### src/rtl/rnn_mem_arbiter_if.sv
// ---------------------------------------------------------------------------
// rnn_mem_arbiter_if
// Bundles both requester ports and the memory macro port of the RNN memory
// arbiter.
//
// Handshake: a requester raises reqN and holds it, with selN/addrN/wdataN,
// until it sees gntN. Every cycle in which both reqN and gntN are high is
// exactly one memory access (mce=1). A requester may change its
// sel/addr/wdata on every granted cycle. A read access returns its data on
// rdataN one cycle later, qualified by rvalidN. A write access (selN equal to
// the write select code) produces no rvalid. gntN can drop on any edge, so a
// requester must keep reqN high until it is granted again.
//
// Modports:
//   master : requesters plus the memory macro (drive req/lock/sel/addr/wdata
//            and mdata_r, observe grants, read returns and the memory bus)
//   slave  : the arbiter
// ---------------------------------------------------------------------------
interface rnn_mem_arbiter_if #(
  parameter int AW = 17,
  parameter int DW = 20,
  parameter int SW = 3
);
  // port 0: RNN compute core
  logic          req0;
  logic          lock0;
  logic [SW-1:0] sel0;
  logic [AW-1:0] addr0;
  logic [DW-1:0] wdata0;
  logic          gnt0;
  logic [DW-1:0] rdata0;
  logic          rvalid0;
  // port 1: host load/readback engine
  logic          req1;
  logic          lock1;
  logic [SW-1:0] sel1;
  logic [AW-1:0] addr1;
  logic [DW-1:0] wdata1;
  logic          gnt1;
  logic [DW-1:0] rdata1;
  logic          rvalid1;
  // memory macro
  logic          mce;
  logic [AW-1:0] maddr;
  logic [SW-1:0] msel;
  logic [DW-1:0] mdata_w;
  logic [DW-1:0] mdata_r;

  modport slave (
    input  req0, lock0, sel0, addr0, wdata0,
    input  req1, lock1, sel1, addr1, wdata1,
    input  mdata_r,
    output gnt0, rdata0, rvalid0,
    output gnt1, rdata1, rvalid1,
    output mce, maddr, msel, mdata_w
  );

  modport master (
    output req0, lock0, sel0, addr0, wdata0,
    output req1, lock1, sel1, addr1, wdata1,
    output mdata_r,
    input  gnt0, rdata0, rvalid0,
    input  gnt1, rdata1, rvalid1,
    input  mce, maddr, msel, mdata_w
  );
endinterface

### src/rtl/rnn_mem_arbiter.sv
// ---------------------------------------------------------------------------
// rnn_mem_arbiter
// Shares the single RNN memory port between the compute core (port 0) and
// the host load/readback engine (port 1). Round-robin on ties, burst locking
// with a starvation cap, and read-return routing to the port that issued
// the read.
//
// Ports:
//   clk       clock, all state on the rising edge
//   reset     asynchronous, active-low reset
//   bus       rnn_mem_arbiter_if.slave: both requester ports + memory port
//   dbg_state current FSM state (0=IDLE, 1=OWN0, 2=OWN1)
// ---------------------------------------------------------------------------
module rnn_mem_arbiter #(
  parameter int            AW       = 17,
  parameter int            DW       = 20,
  parameter int            SW       = 3,
  parameter logic [SW-1:0] WR_SEL   = 3'b101,
  parameter int            MAX_HOLD = 64
) (
  input  logic                  clk,
  input  logic                  reset,
  rnn_mem_arbiter_if.slave      bus,
  output logic [1:0]            dbg_state
);

  localparam int            HW       = (MAX_HOLD > 2) ? $clog2(MAX_HOLD) : 1;
  localparam logic [HW-1:0] HOLD_TOP = HW'(MAX_HOLD - 1);

  typedef enum logic [1:0] {
    IDLE = 2'd0,
    OWN0 = 2'd1,
    OWN1 = 2'd2
  } state_t;

  state_t        state;
  state_t        state_nxt;
  logic          last;      // last owner; the other port wins a tie
  logic [HW-1:0] hold_cnt;  // access cycles spent in the current state
  logic          rd_pend;   // a read was issued in the previous cycle
  logic          rd_tag;    // port that issued that read

  logic          gnt0;
  logic          gnt1;
  logic          access;
  logic          cap_hit;
  logic [SW-1:0] own_sel;
  logic [AW-1:0] own_addr;
  logic [DW-1:0] own_wdata;

  assign gnt0      = (state == OWN0);
  assign gnt1      = (state == OWN1);
  assign access    = (gnt0 & bus.req0) | (gnt1 & bus.req1);
  assign cap_hit   = (hold_cnt == HOLD_TOP);
  assign own_sel   = gnt1 ? bus.sel1   : bus.sel0;
  assign own_addr  = gnt1 ? bus.addr1  : bus.addr0;
  assign own_wdata = gnt1 ? bus.wdata1 : bus.wdata0;

  // Memory bus is driven only during an access so idle cycles show all zero.
  assign bus.mce     = access;
  assign bus.maddr   = access ? own_addr  : '0;
  assign bus.msel    = access ? own_sel   : '0;
  assign bus.mdata_w = access ? own_wdata : '0;

  assign bus.gnt0 = gnt0;
  assign bus.gnt1 = gnt1;

  // Read data is routed by the tag captured at issue time, not by the current
  // owner, so a read issued on the last cycle before a hand-over still
  // returns to its issuer.
  assign bus.rvalid0 = rd_pend & ~rd_tag;
  assign bus.rvalid1 = rd_pend &  rd_tag;
  assign bus.rdata0  = bus.rvalid0 ? bus.mdata_r : '0;
  assign bus.rdata1  = bus.rvalid1 ? bus.mdata_r : '0;

  assign dbg_state = state;

  always_comb begin
    state_nxt = state;
    case (state)
      IDLE: begin
        if (bus.req0 & bus.req1) state_nxt = last ? OWN0 : OWN1;
        else if (bus.req0)       state_nxt = OWN0;
        else if (bus.req1)       state_nxt = OWN1;
        else                     state_nxt = IDLE;
      end
      OWN0: begin
        // lock holds the grant unless the other port waits and the cap is hit
        if (bus.req0 & bus.lock0 & ~(bus.req1 & cap_hit)) state_nxt = OWN0;
        else if (bus.req1)                                  state_nxt = OWN1;
        else if (bus.req0)                                  state_nxt = OWN0;
        else                                                state_nxt = IDLE;
      end
      OWN1: begin
        if (bus.req1 & bus.lock1 & ~(bus.req0 & cap_hit)) state_nxt = OWN1;
        else if (bus.req0)                                  state_nxt = OWN0;
        else if (bus.req1)                                  state_nxt = OWN1;
        else                                                state_nxt = IDLE;
      end
      default: state_nxt = IDLE;
    endcase
  end

  always_ff @(posedge clk or negedge reset) begin
    if (!reset) begin
      state    <= IDLE;
      last     <= 1'b1;
      hold_cnt <= '0;
      rd_pend  <= 1'b0;
      rd_tag   <= 1'b0;
    end else begin
      state <= state_nxt;

      if (state_nxt != state)        hold_cnt <= '0;
      else if (access && !cap_hit)   hold_cnt <= hold_cnt + 1'b1;

      if (state_nxt == OWN0 && state != OWN0)      last <= 1'b0;
      else if (state_nxt == OWN1 && state != OWN1) last <= 1'b1;

      rd_pend <= access && (own_sel != WR_SEL);
      rd_tag  <= gnt1;
    end
  end

endmodule

### src/flat_wrapper.sv
// flat-port wrapper written by rule: the top's interface ports become plain ports
module rnn_mem_arbiter_flat 
#(
  parameter int            AW       = 17,
  parameter int            DW       = 20,
  parameter int            SW       = 3,
  parameter logic [SW-1:0] WR_SEL   = 3'b101,
  parameter int            MAX_HOLD = 64
)
  (clk, reset, dbg_state, bus_req0, bus_lock0, bus_sel0, bus_addr0, bus_wdata0, bus_req1, bus_lock1, bus_sel1, bus_addr1, bus_wdata1, bus_mdata_r, bus_gnt0, bus_rdata0, bus_rvalid0, bus_gnt1, bus_rdata1, bus_rvalid1, bus_mce, bus_maddr, bus_msel, bus_mdata_w);
  rnn_mem_arbiter_if #(.AW(AW), .DW(DW), .SW(SW)) bus_i ();
  input  logic clk;
  input  logic reset;
  output logic [1:0] dbg_state;
  input wire logic [$bits(bus_i.req0)-1:0] bus_req0;
  input wire logic [$bits(bus_i.lock0)-1:0] bus_lock0;
  input wire logic [$bits(bus_i.sel0)-1:0] bus_sel0;
  input wire logic [$bits(bus_i.addr0)-1:0] bus_addr0;
  input wire logic [$bits(bus_i.wdata0)-1:0] bus_wdata0;
  input wire logic [$bits(bus_i.req1)-1:0] bus_req1;
  input wire logic [$bits(bus_i.lock1)-1:0] bus_lock1;
  input wire logic [$bits(bus_i.sel1)-1:0] bus_sel1;
  input wire logic [$bits(bus_i.addr1)-1:0] bus_addr1;
  input wire logic [$bits(bus_i.wdata1)-1:0] bus_wdata1;
  input wire logic [$bits(bus_i.mdata_r)-1:0] bus_mdata_r;
  output wire logic [$bits(bus_i.gnt0)-1:0] bus_gnt0;
  output wire logic [$bits(bus_i.rdata0)-1:0] bus_rdata0;
  output wire logic [$bits(bus_i.rvalid0)-1:0] bus_rvalid0;
  output wire logic [$bits(bus_i.gnt1)-1:0] bus_gnt1;
  output wire logic [$bits(bus_i.rdata1)-1:0] bus_rdata1;
  output wire logic [$bits(bus_i.rvalid1)-1:0] bus_rvalid1;
  output wire logic [$bits(bus_i.mce)-1:0] bus_mce;
  output wire logic [$bits(bus_i.maddr)-1:0] bus_maddr;
  output wire logic [$bits(bus_i.msel)-1:0] bus_msel;
  output wire logic [$bits(bus_i.mdata_w)-1:0] bus_mdata_w;
  assign bus_i.req0 = bus_req0;
  assign bus_i.lock0 = bus_lock0;
  assign bus_i.sel0 = bus_sel0;
  assign bus_i.addr0 = bus_addr0;
  assign bus_i.wdata0 = bus_wdata0;
  assign bus_i.req1 = bus_req1;
  assign bus_i.lock1 = bus_lock1;
  assign bus_i.sel1 = bus_sel1;
  assign bus_i.addr1 = bus_addr1;
  assign bus_i.wdata1 = bus_wdata1;
  assign bus_i.mdata_r = bus_mdata_r;
  assign bus_gnt0 = bus_i.gnt0;
  assign bus_rdata0 = bus_i.rdata0;
  assign bus_rvalid0 = bus_i.rvalid0;
  assign bus_gnt1 = bus_i.gnt1;
  assign bus_rdata1 = bus_i.rdata1;
  assign bus_rvalid1 = bus_i.rvalid1;
  assign bus_mce = bus_i.mce;
  assign bus_maddr = bus_i.maddr;
  assign bus_msel = bus_i.msel;
  assign bus_mdata_w = bus_i.mdata_w;
  rnn_mem_arbiter #(.AW(AW), .DW(DW), .SW(SW), .WR_SEL(WR_SEL), .MAX_HOLD(MAX_HOLD)) u_core (.clk(clk), .reset(reset), .bus(bus_i), .dbg_state(dbg_state));
endmodule
### config.mk
export PLATFORM = sky130hd
export DESIGN_NAME = rnn_mem_arbiter_flat
export DESIGN_NICKNAME = d
export VERILOG_FILES = /design/src/rtl/rnn_mem_arbiter_if.sv /design/src/rtl/rnn_mem_arbiter.sv /design/src/flat_wrapper.sv
export SDC_FILE = /design/constraint.sdc
export NUM_CORES = 1
export LEC_CHECK = 0
export ABC_CLOCK_PERIOD_IN_PS = 4250
export CORE_UTILIZATION = 29
export DETAILED_ROUTE_END_ITERATION = 8
export GPL_TIMING_DRIVEN = 1
export PLACE_DENSITY = 0.95
export SLEW_MARGIN = 40
export SYNTH_ARGS = -nofsm -noshare
export SYNTH_HDL_FRONTEND = slang
export SYNTH_SLANG_ARGS = --single-unit
### constraint.sdc
create_clock -name clk -period 4.25 [get_ports clk]
set_clock_uncertainty 0.05 [all_clocks]
set_input_delay 0.6375 -clock clk [delete_from_list [all_inputs] [get_ports clk]]
set_output_delay 0.6375 -clock clk [all_outputs]
set_load 0.02 [all_outputs]
; Word level (Yosys, flattened, before mapping)
; Cells that the tools add are included.
; Widths: inputs -> output; s select.
[totals]
register_bits = 11
word_cells = 59
inputBits = 106
out_inout_bits = 87
[op_classes]
n_addsub = 1
muxes = 21
bitwise = 15
reduce_logical = 8
n_eq_ne = 9
[ops]
columns = op, n
row1 = $mux 20, 4
row2 = $mux 17, 2
row3 = $mux 2, 7
row4 = $mux 6, 2
row5 = $and 1x1->1, 11
row6 = $add 6x1->6 const B, 1
row7 = $eq 6x6->1 const B, 1
row8 = $mux 3, 2
row9 = $pmux 2 s3, 1
row10 = $eq 2x1->1 const B, 2
row11 = $eq 2x2->1 const B, 2
row12 = $logic_and 1x1->1, 4
row13 = $reduce_bool 2->1, 2
row14 = $mux 1, 3
row15 = $ne 3x3->1 const B, 1
row16 = $not 1->1, 3
row17 = $logic_not 2->1, 1
row18 = $ne 2x1->1 const B, 1
row19 = $ne 2x2->1, 1
row20 = $ne 2x2->1 const B, 1
row21 = $logic_not 1->1, 1
row22 = $or 1x1->1, 1

; Longest topological paths before layout
[logic_depth]
word_depth = 10
mapped_depth = 6
mapped_depth_nobuf = 5

; Worst setup path after synthesis
; OpenSTA, ideal clock, no wires.
[synth_timing]
path_kind = register to output
from = reg u_core.state[0] (netlist: u_core.dbg_state[0])
to = out bus_maddr[10]
arrival_ps = 1761
t_required_ps = 3562
n_path_buf = 2
path_slack_ps = 1802
stages_incl_launch_ff = 7
path_cell_list = dfrtp_1 > nand2b_1 > clkbuf_1 > inv_2 > clkbuf_1 > nand2_1 > a21oi_1
[synth_between]
elab_chain_len = 4
word_cells_on_any_way = 7
cone_classes = eq/ne: 2 / mux: 2 / bitwise: 3
[synth_rtl]
columns = item, line_no
row1 = from (decl), rnn_mem_arbiter.sv:36  ; state_t state;
row2 = from (signal assigned), rnn_mem_arbiter.sv:112  ; state <= state_nxt;
row3 = $eq 2x2->1 (*), rnn_mem_arbiter.sv:52  ; assign gnt1 = (state == OWN1);
row4 = named net bus_gnt1, flat_wrapper.sv:29  ; output wire logic [$bits(bus_i.gnt1)-1:0] bus_gnt1;
row5 = $and 1x1->1, rnn_mem_arbiter.sv:53  ; assign access = (gnt0 & bus.req0) | (gnt1 & bus.req1);
row6 = $or 1x1->1, rnn_mem_arbiter.sv:53
row7 = $mux 17 (*), rnn_mem_arbiter.sv:61  ; assign bus.maddr = access ? own_addr : '0;
row8 = to (decl), flat_wrapper.sv:33  ; output wire logic [$bits(bus_i.maddr)-1:0] bus_maddr;
; The timed path passes the listed nets; every way through them passes the cells marked *.

; Worst setup path after layout
[layout_timing]
from = in bus_req0
to = out bus_msel[0]
[layout_between]
elab_chain_len = 3
[layout_rtl]
columns = item, line_no
row1 = from (decl), flat_wrapper.sv:15  ; input wire logic [$bits(bus_i.req0)-1:0] bus_req0;
row2 = $and 1x1->1, rnn_mem_arbiter.sv:53
row3 = $or 1x1->1, rnn_mem_arbiter.sv:53
row4 = $mux 3, rnn_mem_arbiter.sv:62  ; assign bus.msel = access ? own_sel : '0;
row5 = to (decl), flat_wrapper.sv:34  ; output wire logic [$bits(bus_i.msel)-1:0] bus_msel;
; No other way between the ends.

==> key figures <==
Outcome
  • Status: completed

STA
  • Final setup fails: 0
  • Setup_tns: 0 ps
  • Final min period: 3360 ps
  • Crit share post-route: 79.1%
  • Final-report hold violation count: 0
  • Hold slack: 540 ps
  • Count of pins over their slew limit: 0
  • Slew headroom: 54.8%
  • Setup ws final: 888 ps
  • Worst-Margin Slew: 678 ps
  • Achievable Freq: 297 MHz
  • Unrepaired setup endpoints after global routing: false

Drt
  • DRC: 0
  • Pre-antenna DRT Iters: 4
  • Drt via density: 5.00
  • Routed vias: 2546
  • Routed WL: 7.05 mm
  • ANT nets after route: 0
  • Initial DRC count: 132
  • Drt wl/cell: 13.8 um

Placement
  • Port Buffers: 192
  • Global placer's final weighted congestion: 0.849
  • # placed instances: 505
  • DP Worst Slack: 902 ps
  • Hpwl dp: 5.54 mm
  • Area post-placement: 3520 um2

Setup path
  • CP Launch Point: bus_req0
  • CP arrival: 2670 ps
  • Worst r2r src: u_core.dbg_state[1]$_DFF_PN0_
  • Worst-path maximum fanout: 21
  • Crit Path Class: in2out
  • Critical Path Sink Type: output port
  • Worst EP required: 3560 ps
  • Critical path launch point type: input pin

Yosys
  • Avg Cell Area, Syn: 6.05 um2
  • Synth async-reset ratio: 100%
  • Most frequent cells after synthesis: nand2_1, a21oi_1, and2_1, and3_1, clkbuf_1
  • Syn nets: 369
  • Top FF cell, synth: dfrtp_1
  • Most common cell in the netlist: nand2_1
  • Mapped Area: 1590 um2
  • Syn Inst Count: 262
  • Post-synth top area cell: nand2_1
  • Yosys warning total: 0
  • Post-synth top area share: 20.4%
  • Yosys cell types: 41
  • Post-synth EDFFs: 0
  • #FFs+latches synth: 11
  • Area contributors post-synth: nand2_1, dfrtp_1, a21oi_1, and2_1, and3_1
  • Seq/Total Area, Yosys: 17.4%

Die
  • Ports: 193
  • Core Area: 5170 um2
  • # rows: 26
  • Die area: 5770 um2
  • Die height: 75.9 um
  • Die X: 75.9 um
  • Initial Util: 30.6%

Clock network
  • Post-CTS Hold Buffers: 0
  • Clk Latency, worst-skew pair: 240 ps
  • TritonCTS clock tree: yes
  • Root Driver: clkbuf_8
  • TritonCTS Buffers: 3
  • H-Tree Depth: 1
  • Clock buffer depth: 2
  • Worst-path clk slew: 50 ps
  • Gates resized, CTS repair: 0
  • Post-CTS Setup Repair Bufs: 0
  • Clock sinks: 11

Global route
  • Vias in the first global route: 2411
  • Total GRT Usage: 23.9%
  • First-pass GRT wire length: 11.4 mm
  • Initial antenna violation count: 0
  • Remaining global-route overflow: 0
  • Largest net degree at the start of global routing: 44

Finish
  • Final Util: 69.0%
  • # fillers: 415
  • Multi-input logic area: 1200 um2
  • Finished Cell Area: 3570 um2
  • # nets final: 547
  • FF/Latch Area: 277 um2
  • Antenna cells: 0
  • Post-Layout Cell Count: 509
  • Area grow syn2layout: 125%
  • Share of cells above drive strength 1: 3.19%

Power and ir drop
  • P_leak: 1.46 nW
  • P per Cell Area: 221 nW/um2
  • Worst-case vdd ir drop: 117 uV
  • Total power draw: 790 uW

Job
  • Max Cap Violations: 0

Worst hold path
  • Hold/Removal Path Class: reg2reg
  • Hold wc startpoint: u_core.last$_DFFE_PN1P_
power breakdown:
group	internal (mW)	switching, mW
Clock	0.0658	0.0380
Combinational	0.269	0.265
Sequential	0.119	0.0326
Total	0.454	0.336
worst max-delay path, stage by stage:
cell,delay [ps]
clkdlybuf4s50_1,650
and3b_1,260
nor2_2,60
buf_4,210
a21oi_1,200
clkdlybuf4s50_1,640
cell families (layout without fill, tap and decap cells):
family | after synthesis | in the layout | synth area share (%)
and+or+nand+nor | 158 | 158 | 49.5
AOI/OAI and AO/OA | 63 | 63 | 23.0
buffers and inverters | 25 | 202 | 6.87
DFF | 11 | 11 | 17.4
xor gates and xnor gates | 2 | 2 | 1.11
muxes | 2 | 2 | 1.26
adders and majority gates | 1 | 1 | 0.789
routing by layer:
metal	up-vias	share of wire [%]	GRT usage (%)
met5	-	0	0
met4	0	3.5	10.8
met3	22	9.3	5.78
met2	161	51	44.5
met1	1108	36	25.2
li1	1255	-	-
path summary, 6_finish.rpt:
kind | to | slack, ps | cells past startpoint
max in group asynchronous | u_core.last$_DFFE_PN1P_ | 3120 | 1
worst max register to register | u_core.hold_cnt[5]$_DFFE_PN0P_ | 2340 | 5
min in group asynchronous | u_core.hold_cnt[4]$_DFFE_PN0P_ | 680 | 1
worst max-delay path | bus_msel[0] | 890 | 6
worst min-delay path | u_core.last$_DFFE_PN1P_ | 540 | 1
worst min register to register | u_core.last$_DFFE_PN1P_ | 540 | 1
layout by cell type (no fill, tap or decap), types with 3 or more instances in the layout:
| cell | Yosys | routed |
|---|---|---|
| and3_1 | 22 | 22 |
| nand2_1 | 86 | 86 |
| dfrtp_1 | 10 | 10 |
| a211oi_1 | 3 | 3 |
| o21ai_0 | 3 | 3 |
| and2_1 | 22 | 22 |
| clkbuf_8 | 0 | 3 |
| a21oi_1 | 43 | 43 |
| nor3_1 | 6 | 6 |
| buf_4 | 2 | 3 |
| nand2b_1 | 3 | 3 |
| clkdlybuf4s50_1 | 0 | 192 |
| a31oi_1 | 3 | 3 |
state kept, by name (all words and copies together), names as in the netlist:
| register | cells |
|---|---|
| u_core.dbg_state | 2 |
| u_core.hold_cnt | 6 |
| u_core.last | 1 |
| u_core.rd_pend | 1 |
| u_core.rd_tag | 1 |
final cells by class:
type	count	share of cell area (%)
Inverter	3	0.315
Clock buffer	4	1.26
Timing Repair Buffer	195	54.5
Sequential cell	11	7.75
Tap cell	70	2.45
Multi-Input combinational cell	226	33.8
Note: power is estimated with default switching activity, not from simulation.
